File: config.mk
export PLATFORM = sky130hd
export DESIGN_NAME = movshift_engine
export DESIGN_NICKNAME = d
export VERILOG_FILES = /design/src/rtl/movshift_engine.sv
export SDC_FILE = /design/constraint.sdc
export NUM_CORES = 1
export LEC_CHECK = 0
export BUFFER_PORTS_ARGS = -buffer_cell sky130_fd_sc_hd__buf_2
export CORE_UTILIZATION = 50
export DETAILED_ROUTE_END_ITERATION = 8
export PLACE_DENSITY = 0.83
export SLEW_MARGIN = 20
export SYNTH_ARGS = -nofsm -noshare
export SYNTH_HDL_FRONTEND = slang
export SYNTH_SLANG_ARGS = --single-unit
File: constraint.sdc
create_clock -name clk -period 2.2 [get_ports clk]
set_input_delay 0.11 -clock clk [delete_from_list [all_inputs] [get_ports clk]]
set_output_delay 0.11 -clock clk [all_outputs]
set_load 0.01 [all_outputs]
File: src/rtl/movshift_engine.sv
`default_nettype none
// ============================================================================
// Module   : movshift_engine
// Purpose  : Iterative barrel-free shifter for the shifted-register MOV path.
//            Shifts an operand by LSL/LSR/ASR/ROR up to STEP bits per clock
//            and returns the result with the ARM-style shifter carry-out.
// Revision : 1.0 - initial release
// ============================================================================
module movshift_engine #(
   parameter int N    = 32,
   parameter int STEP = 1
) (
   input  logic                 clk,
   input  logic                 rst_n,
   input  logic                 start,
   output logic                 ready,
   input  logic [N-1:0]         operand,
   input  logic [$clog2(N)-1:0] shamt,
   input  logic [1:0]           shtype,
   input  logic                 carry_in,
   output logic [N-1:0]         result,
   output logic                 carry_out,
   output logic                 valid,
   output logic                 busy
);

   localparam int            W      = $clog2(N);
   localparam logic [W-1:0]  C_STEP = W'(STEP);

   localparam logic [1:0] C_LSL = 2'b00;
   localparam logic [1:0] C_LSR = 2'b01;
   localparam logic [1:0] C_ASR = 2'b10;

   typedef enum logic [1:0] {
      S_IDLE  = 2'd0,
      S_SHIFT = 2'd1,
      S_DONE  = 2'd2
   } state_t;

   state_t         r_state;
   logic [N-1:0]   r_work;
   logic [W-1:0]   r_rem;
   logic [1:0]     r_type;
   logic           r_carry;
   logic           r_ready;

   logic [W-1:0]   w_k;
   logic [N-1:0]   w_work;
   logic           w_carry;

   // Bits to shift this cycle: the smaller of STEP and what remains
   always_comb begin
      w_k = (r_rem > C_STEP) ? C_STEP : r_rem;
   end

   // Chain of w_k single-bit steps; carry tracks the last bit shifted out,
   // so a multi-bit step is bit-exact with the equivalent single-bit steps
   always_comb begin
      w_work  = r_work;
      w_carry = r_carry;
      for (int j = 0; j < STEP; j++) begin
         if (W'(j) < w_k) begin
            case (r_type)
               C_LSL: begin
                  w_carry = w_work[N-1];
                  w_work  = {w_work[N-2:0], 1'b0};
               end
               C_LSR: begin
                  w_carry = w_work[0];
                  w_work  = {1'b0, w_work[N-1:1]};
               end
               C_ASR: begin
                  w_carry = w_work[0];
                  w_work  = {w_work[N-1], w_work[N-1:1]};
               end
               default: begin
                  w_carry = w_work[0];
                  w_work  = {w_work[0], w_work[N-1:1]};
               end
            endcase
         end
      end
   end

   // Control FSM with registered handshake and result outputs
   always_ff @(posedge clk or negedge rst_n) begin
      if (!rst_n) begin
         r_state   <= S_IDLE;
         r_work    <= '0;
         r_rem     <= '0;
         r_type    <= '0;
         r_carry   <= 1'b0;
         r_ready   <= 1'b1;
         result    <= '0;
         carry_out <= 1'b0;
         valid     <= 1'b0;
      end else begin
         valid <= 1'b0;
         case (r_state)
            S_IDLE: begin
               if (start) begin
                  r_work  <= operand;
                  r_rem   <= shamt;
                  r_type  <= shtype;
                  r_carry <= carry_in;
                  r_ready <= 1'b0;
                  r_state <= (shamt != '0) ? S_SHIFT : S_DONE;
               end
            end
            S_SHIFT: begin
               r_work  <= w_work;
               r_carry <= w_carry;
               r_rem   <= r_rem - w_k;
               if (r_rem <= C_STEP) begin
                  r_state <= S_DONE;
               end
            end
            S_DONE: begin
               result    <= r_work;
               carry_out <= r_carry;
               valid     <= 1'b1;
               r_ready   <= 1'b1;
               r_state   <= S_IDLE;
            end
            default: begin
               r_ready <= 1'b1;
               r_state <= S_IDLE;
            end
         endcase
      end
   end

   assign ready = r_ready;
   assign busy  = ~r_ready;

endmodule
`default_nettype wire

-- After elaboration in Yosys (flattened, before gate mapping)
Index checks and enable logic that the tools add are counted.
- flip-flop bits (word level): 77
- input bits: 43
- output and inout port bits: 36
- word-level logic and storage cells: 52
- add/sub/neg operators: 1
- order comparisons: 3
- equal/unequal tests: 8
- multiplexer cells: 18
- bitwise gates (word level): 2
- reductions and logical operators: 10
- operators with widths (cell ; number):
    $pmux 32 s3 ; 1
    $mux 32 ; 2
    $pmux 32 s2 ; 1
    $mux 5 ; 2
    $pmux 5 s2 ; 1
    $ne 2x2->1 const B ; 4
    $reduce_and 2->1 ; 4
    $mux 2 ; 3
    $gt 5x1->1 const B ; 1
    $le 5x1->1 const B ; 1
    $lt 1x5->1 const A ; 1
    $mux 1 ; 5
    $reduce_bool 5->1 ; 1
    $sub 5x5->5 ; 1
    $eq 2x1->1 const B ; 2
    $eq 2x2->1 const B ; 2
    $logic_not 2->1 ; 2
    $pmux 1 s2 ; 2
    $pmux 2 s2 ; 1
    $reduce_and 4->1 ; 1
    $reduce_and 3->1 ; 1
    $not 1->1 ; 2
    $reduce_bool 2->1 ; 1

-- Logic depth before layout (Yosys ltp)
- depth after elaboration: 5
- gate-level depth with buffers: 7
- gate-level depth less buffers: 7

-- Worst setup path after synthesis
OpenSTA, ideal clock, no wires.
- kind: reg2reg
- start point: reg r_state[1]
- end point: reg r_work[12]
- arrival time: 1.524 ns
- path slack: 0.558 ns
- stages on the path, launching flop included: 7
- buffers on the path: 3
- period minus slack after synthesis: 1.642 ns
- path through: dfrtp_1 -> buf_2 -> nor2b_1 -> buf_2 -> clkbuf_1 -> a311oi_2 -> a21o_1
- cells in the longest elaborated chain, start to end: 3
- elaborated cells between the ends (all ways): 7
- classes of those cells: 3 x eq/ne; 1 x mux; 3 x reduce/logical
- RTL lines (what ; RTL line ; RTL):
    start, declared ; 40 ; state_t r_state;
    start signal, assigned ; 107 ; r_state <= (shamt != '0) ? S_SHIFT : S_DONE;
    $eq 2x1->1 or $logic_not 2->1 (tied branches) ; 99 ; case (r_state)
    $ne 2x2->1 (no line) or $reduce_bool 2->1 (tied branches) ; n/a ;
    $reduce_and 3->1 (no line) ; n/a ;
    end signal, assigned ; 102 ; r_work <= operand;
    end signal, assigned ; 111 ; r_work <= w_work;
    end, declared ; 41 ; logic [N-1:0] r_work;
Several ways; a longest one is shown, not always the timed one.
A chain may end at the register's enable or synchronous reset.

-- Worst setup path after layout
- start point: reg r_rem[1]
- end point: reg r_work[4]
- cells in the longest elaborated chain, start to end: 5
- RTL lines (what ; RTL line ; RTL):
    start, declared ; 42 ; logic [W-1:0] r_rem;
    start signal, assigned ; 103 ; r_rem <= shamt;
    start signal, assigned ; 113 ; r_rem <= r_rem - w_k;
    $gt 5x1->1 ; 53 ; w_k = (r_rem > C_STEP) ? C_STEP : r_rem;
    $mux 5 (*) ; 53 ;
    $lt 1x5->1 (*) ; 62 ; if (W'(j) < w_k) begin
    $ne 2x2->1 (no line) (*) ; n/a ;
    $reduce_and 3->1 (no line) (*) ; n/a ;
Every way passes the cells marked *; elsewhere a longest branch is shown, timed or not.

==> flow_metrics.tcl <==
set metrics [dict create \
    min_path_type "primary input to flop" \
    die_w_um 89.7 \
    tns_ns 0 \
    synth.area.top_cells "dfrtp_1 (49%), mux2_2 (10%), a311oi_2 (7.8%), a21o_1 (6.1%), o21ai_0 (4.6%)" \
    status "complete, no violations" \
    synth_area_per_cell_um2 10.7 \
    slowest_stage "dfrtp_1" \
    wire_per_inst_um 16.0 \
    hold_viol 0 \
    antenna_found_initial 0 \
    p_seq_frac 0.360 \
    critPathKind "flop to flop" \
    post-dp-hpwl_mm 5.58 \
    insertedDiodeCount 0 \
    track_usage 0.234 \
    synth.top_cell.area_share 0.495 \
    fin_ws_ns 0.337 \
    crit_family "compound AO/OA/AOI/OAI gates" \
    holdBufCountCts 3 \
    cts_tree "built" \
    combPwrFrac 0.471 \
    ys.flop_type "dfrtp_1" \
    clockBufferDepth 2 \
    core_area_um2 7330 \
    worst_slew_pin_slew_ns 0.556 \
    io_buffers 78 \
    drt.antenna.violating_nets 0 \
    routed_wl_mm 8.58 \
    path_max_fanout 34 \
    instances_no_fill 536 \
    vias 3064 \
    clk-insertion-delay-late_ns 0.35 \
    synth_warnings 0 \
    yosysTopAreaCell "dfrtp_1" \
    switching_share 0.400 \
    register_area_um2 1930 \
    p_int_w 0.00465 \
    synth-edff-count 0 \
    clockPowerShare 0.169 \
    multi_input_area_um2 1760 \
    synth_fp_nets 403 \
    cp.required_ns 2.44 \
    cts-resized-gates 0 \
    grt_pass1_vias 2899 \
    clock-root-buffer "clkbuf_8" \
    switchingPower_w 0.00310 \
    syn_area_um2 3840 \
    skew_ns 0.0103 \
    drtPass1Iterations 4 \
    grt_start_max_net_pins 43 \
    stdcell_area_um2 4610 \
    dp_cells 517 \
    finalSetupViolCount 0 \
    synthToLayoutAreaGrowth_pct 20.1 \
    fill_cells 607 \
    die_area_um2 8040 \
    crit_arrival_ns 2.10 \
    drive_above_1_share 0.380 \
    async_flop_share 1.00 \
    powerDensity_nw_per_um2 1680 \
    ys_ff_latch 77 \
    path_buf_inv 1 \
    nets 476 \
    yosysSeqAreaShare 0.502 \
    cts_setup_buffers 0 \
    synth_most_common_cell "dfrtp_1" \
    first_iter_violations 242 \
    die_height_um 89.7 \
    path_cells "nor4_4 > a311o_2 > buf_4 > a311oi_1 > a21o_1" \
    overflow 0 \
    numCtsBuffers 9 \
    rsz0062_at_grt "false" \
    slew_headroom 0.629 \
    grt_pass1_wl_mm 14.0 \
    slew_violations 0 \
    cts_sinks 77 \
    pin_count 79 \
    synth_cell_type_count 36 \
    synth_common_cells "dfrtp_1 (76), nor2_1 (41), nand2_1 (37)" \
    place_ws_ns 0.378 \
    startpoint_type "flop" \
    power_w 0.00775 \
    maxCapViolCount 0 \
    p_leak_nw 2.19 \
    post_dp_cell_area_um2 4340 \
    drt-vias-per-instance 5.72 \
    htreeDepth 3 \
    irDropWorstVdd_uv 782 \
    num_rows 31 \
    max_freq_mhz 537 \
    synthCells 359 \
    crit_path_max_incr_delay_ns 0.47 \
    start_util 0.524 \
    timing.final.crit_share 0.847 \
    post-route-drc-count 0 \
    period_minus_slack_ns 1.86 \
    end_kind "flop" \
    clk_pin_slew_ns 0.08 \
    gp_congestion 0.881 \
]
[power by group through the flow]
stage	clock, W	combinational, W	sequential (W)
floorplan	0	0.00267	0.00276
global placement	0	0.00348	0.00275
detailed placement	0	0.00363	0.00280
CTS	0.00134	0.00367	0.00278
global route	0.00141	0.00405	0.00290
finish	0.00131	0.00365	0.00279
[layout by cell type (no fill, tap or decap), types with 2 or more instances in the layout]
| cell type | count |
|---|---|
| a21o_1 | 31 |
| a21oi_1 | 5 |
| a311oi_1 | 12 |
| a311oi_2 | 20 |
| a31oi_1 | 2 |
| buf_12 | 2 |
| buf_2 | 77 |
| buf_4 | 10 |
| bufinv_16 | 3 |
| clkbuf_8 | 10 |
| clkinvlp_4 | 2 |
| dfrtp_1 | 76 |
| dlygate4sd3_1 | 3 |
| inv_1 | 7 |
| mux2_2 | 34 |
| nand2_1 | 37 |
| nand2b_1 | 2 |
| nor2_1 | 40 |
| nor2b_1 | 2 |
| nor3_1 | 3 |
| o21ai_0 | 35 |
| o22a_1 | 2 |
| o22ai_1 | 4 |
[routing by layer]
metal	share of wire	up-vias	track usage
met2	0.48	92	0.371
met4	0.019	0	0.101
li1	-	1445	-
met3	0.051	16	0.0484
met5	0	-	0
met1	0.45	1511	0.314
[per-stage QoR]
step                      utilization  hold WS [ns]
final                           0.629        0.0982
after global routing            0.629         0.108
after CTS                       0.629        0.0971
after detailed placement        0.592         0.104
after global placement          0.592         0.101
after floorplan                     -        -0.186
[layout make-up]
type / count / area share
clock inverter: 6 / 0.0239
tap: 99 / 0.0268
multi-input combinational: 245 / 0.381
timing repair buffer: 92 / 0.115
sequential: 77 / 0.418
clock buffer: 10 / 0.0298
inverter: 7 / 0.00569
[path summary, 6_finish.rpt]
| kind | start | endpoint | slack, ns | cells past startpoint |
|---|---|---|---|---|
| max in group asynchronous | rst_n | result[20] | 1.36 | 3 |
| setup / recovery | r_rem[1] | r_work[4] | 0.34 | 5 |
| hold reg to reg | r_carry | r_carry | 0.49 | 1 |
| min in group asynchronous | rst_n | r_rem[2] | 0.27 | 2 |
| hold / removal | operand[0] | r_work[0] | 0.1 | 3 |
| setup reg to reg | r_rem[1] | r_work[4] | 0.34 | 5 |
[cell families (layout without fill, tap and decap cells)]
| family | Yosys count | count (layout) | synth area share |
|---|---|---|---|
| flops | 77 | 77 | 0.502 |
| buf+inv | 37 | 115 | 0.0439 |
| compound gates | 119 | 119 | 0.250 |
| fa+ha+maj | 1 | 1 | 0.00325 |
| simple gates | 90 | 90 | 0.0986 |
| mux | 35 | 35 | 0.103 |
[registers in the layout (all words and copies together) (netlist names), 2 cells and up]
name and flops:
r_state 2, r_type 2, r_work 32, result 32, r_rem 5
[worst reg2reg max path: stages, from the launching register on]
cell	delay (ns)
dfrtp_1	0.47
nor4_4	0.38
a311o_2	0.25
buf_4	0.37
a311oi_1	0.10
a21o_1	0.18
Note: power is estimated with default switching activity, not from simulation.
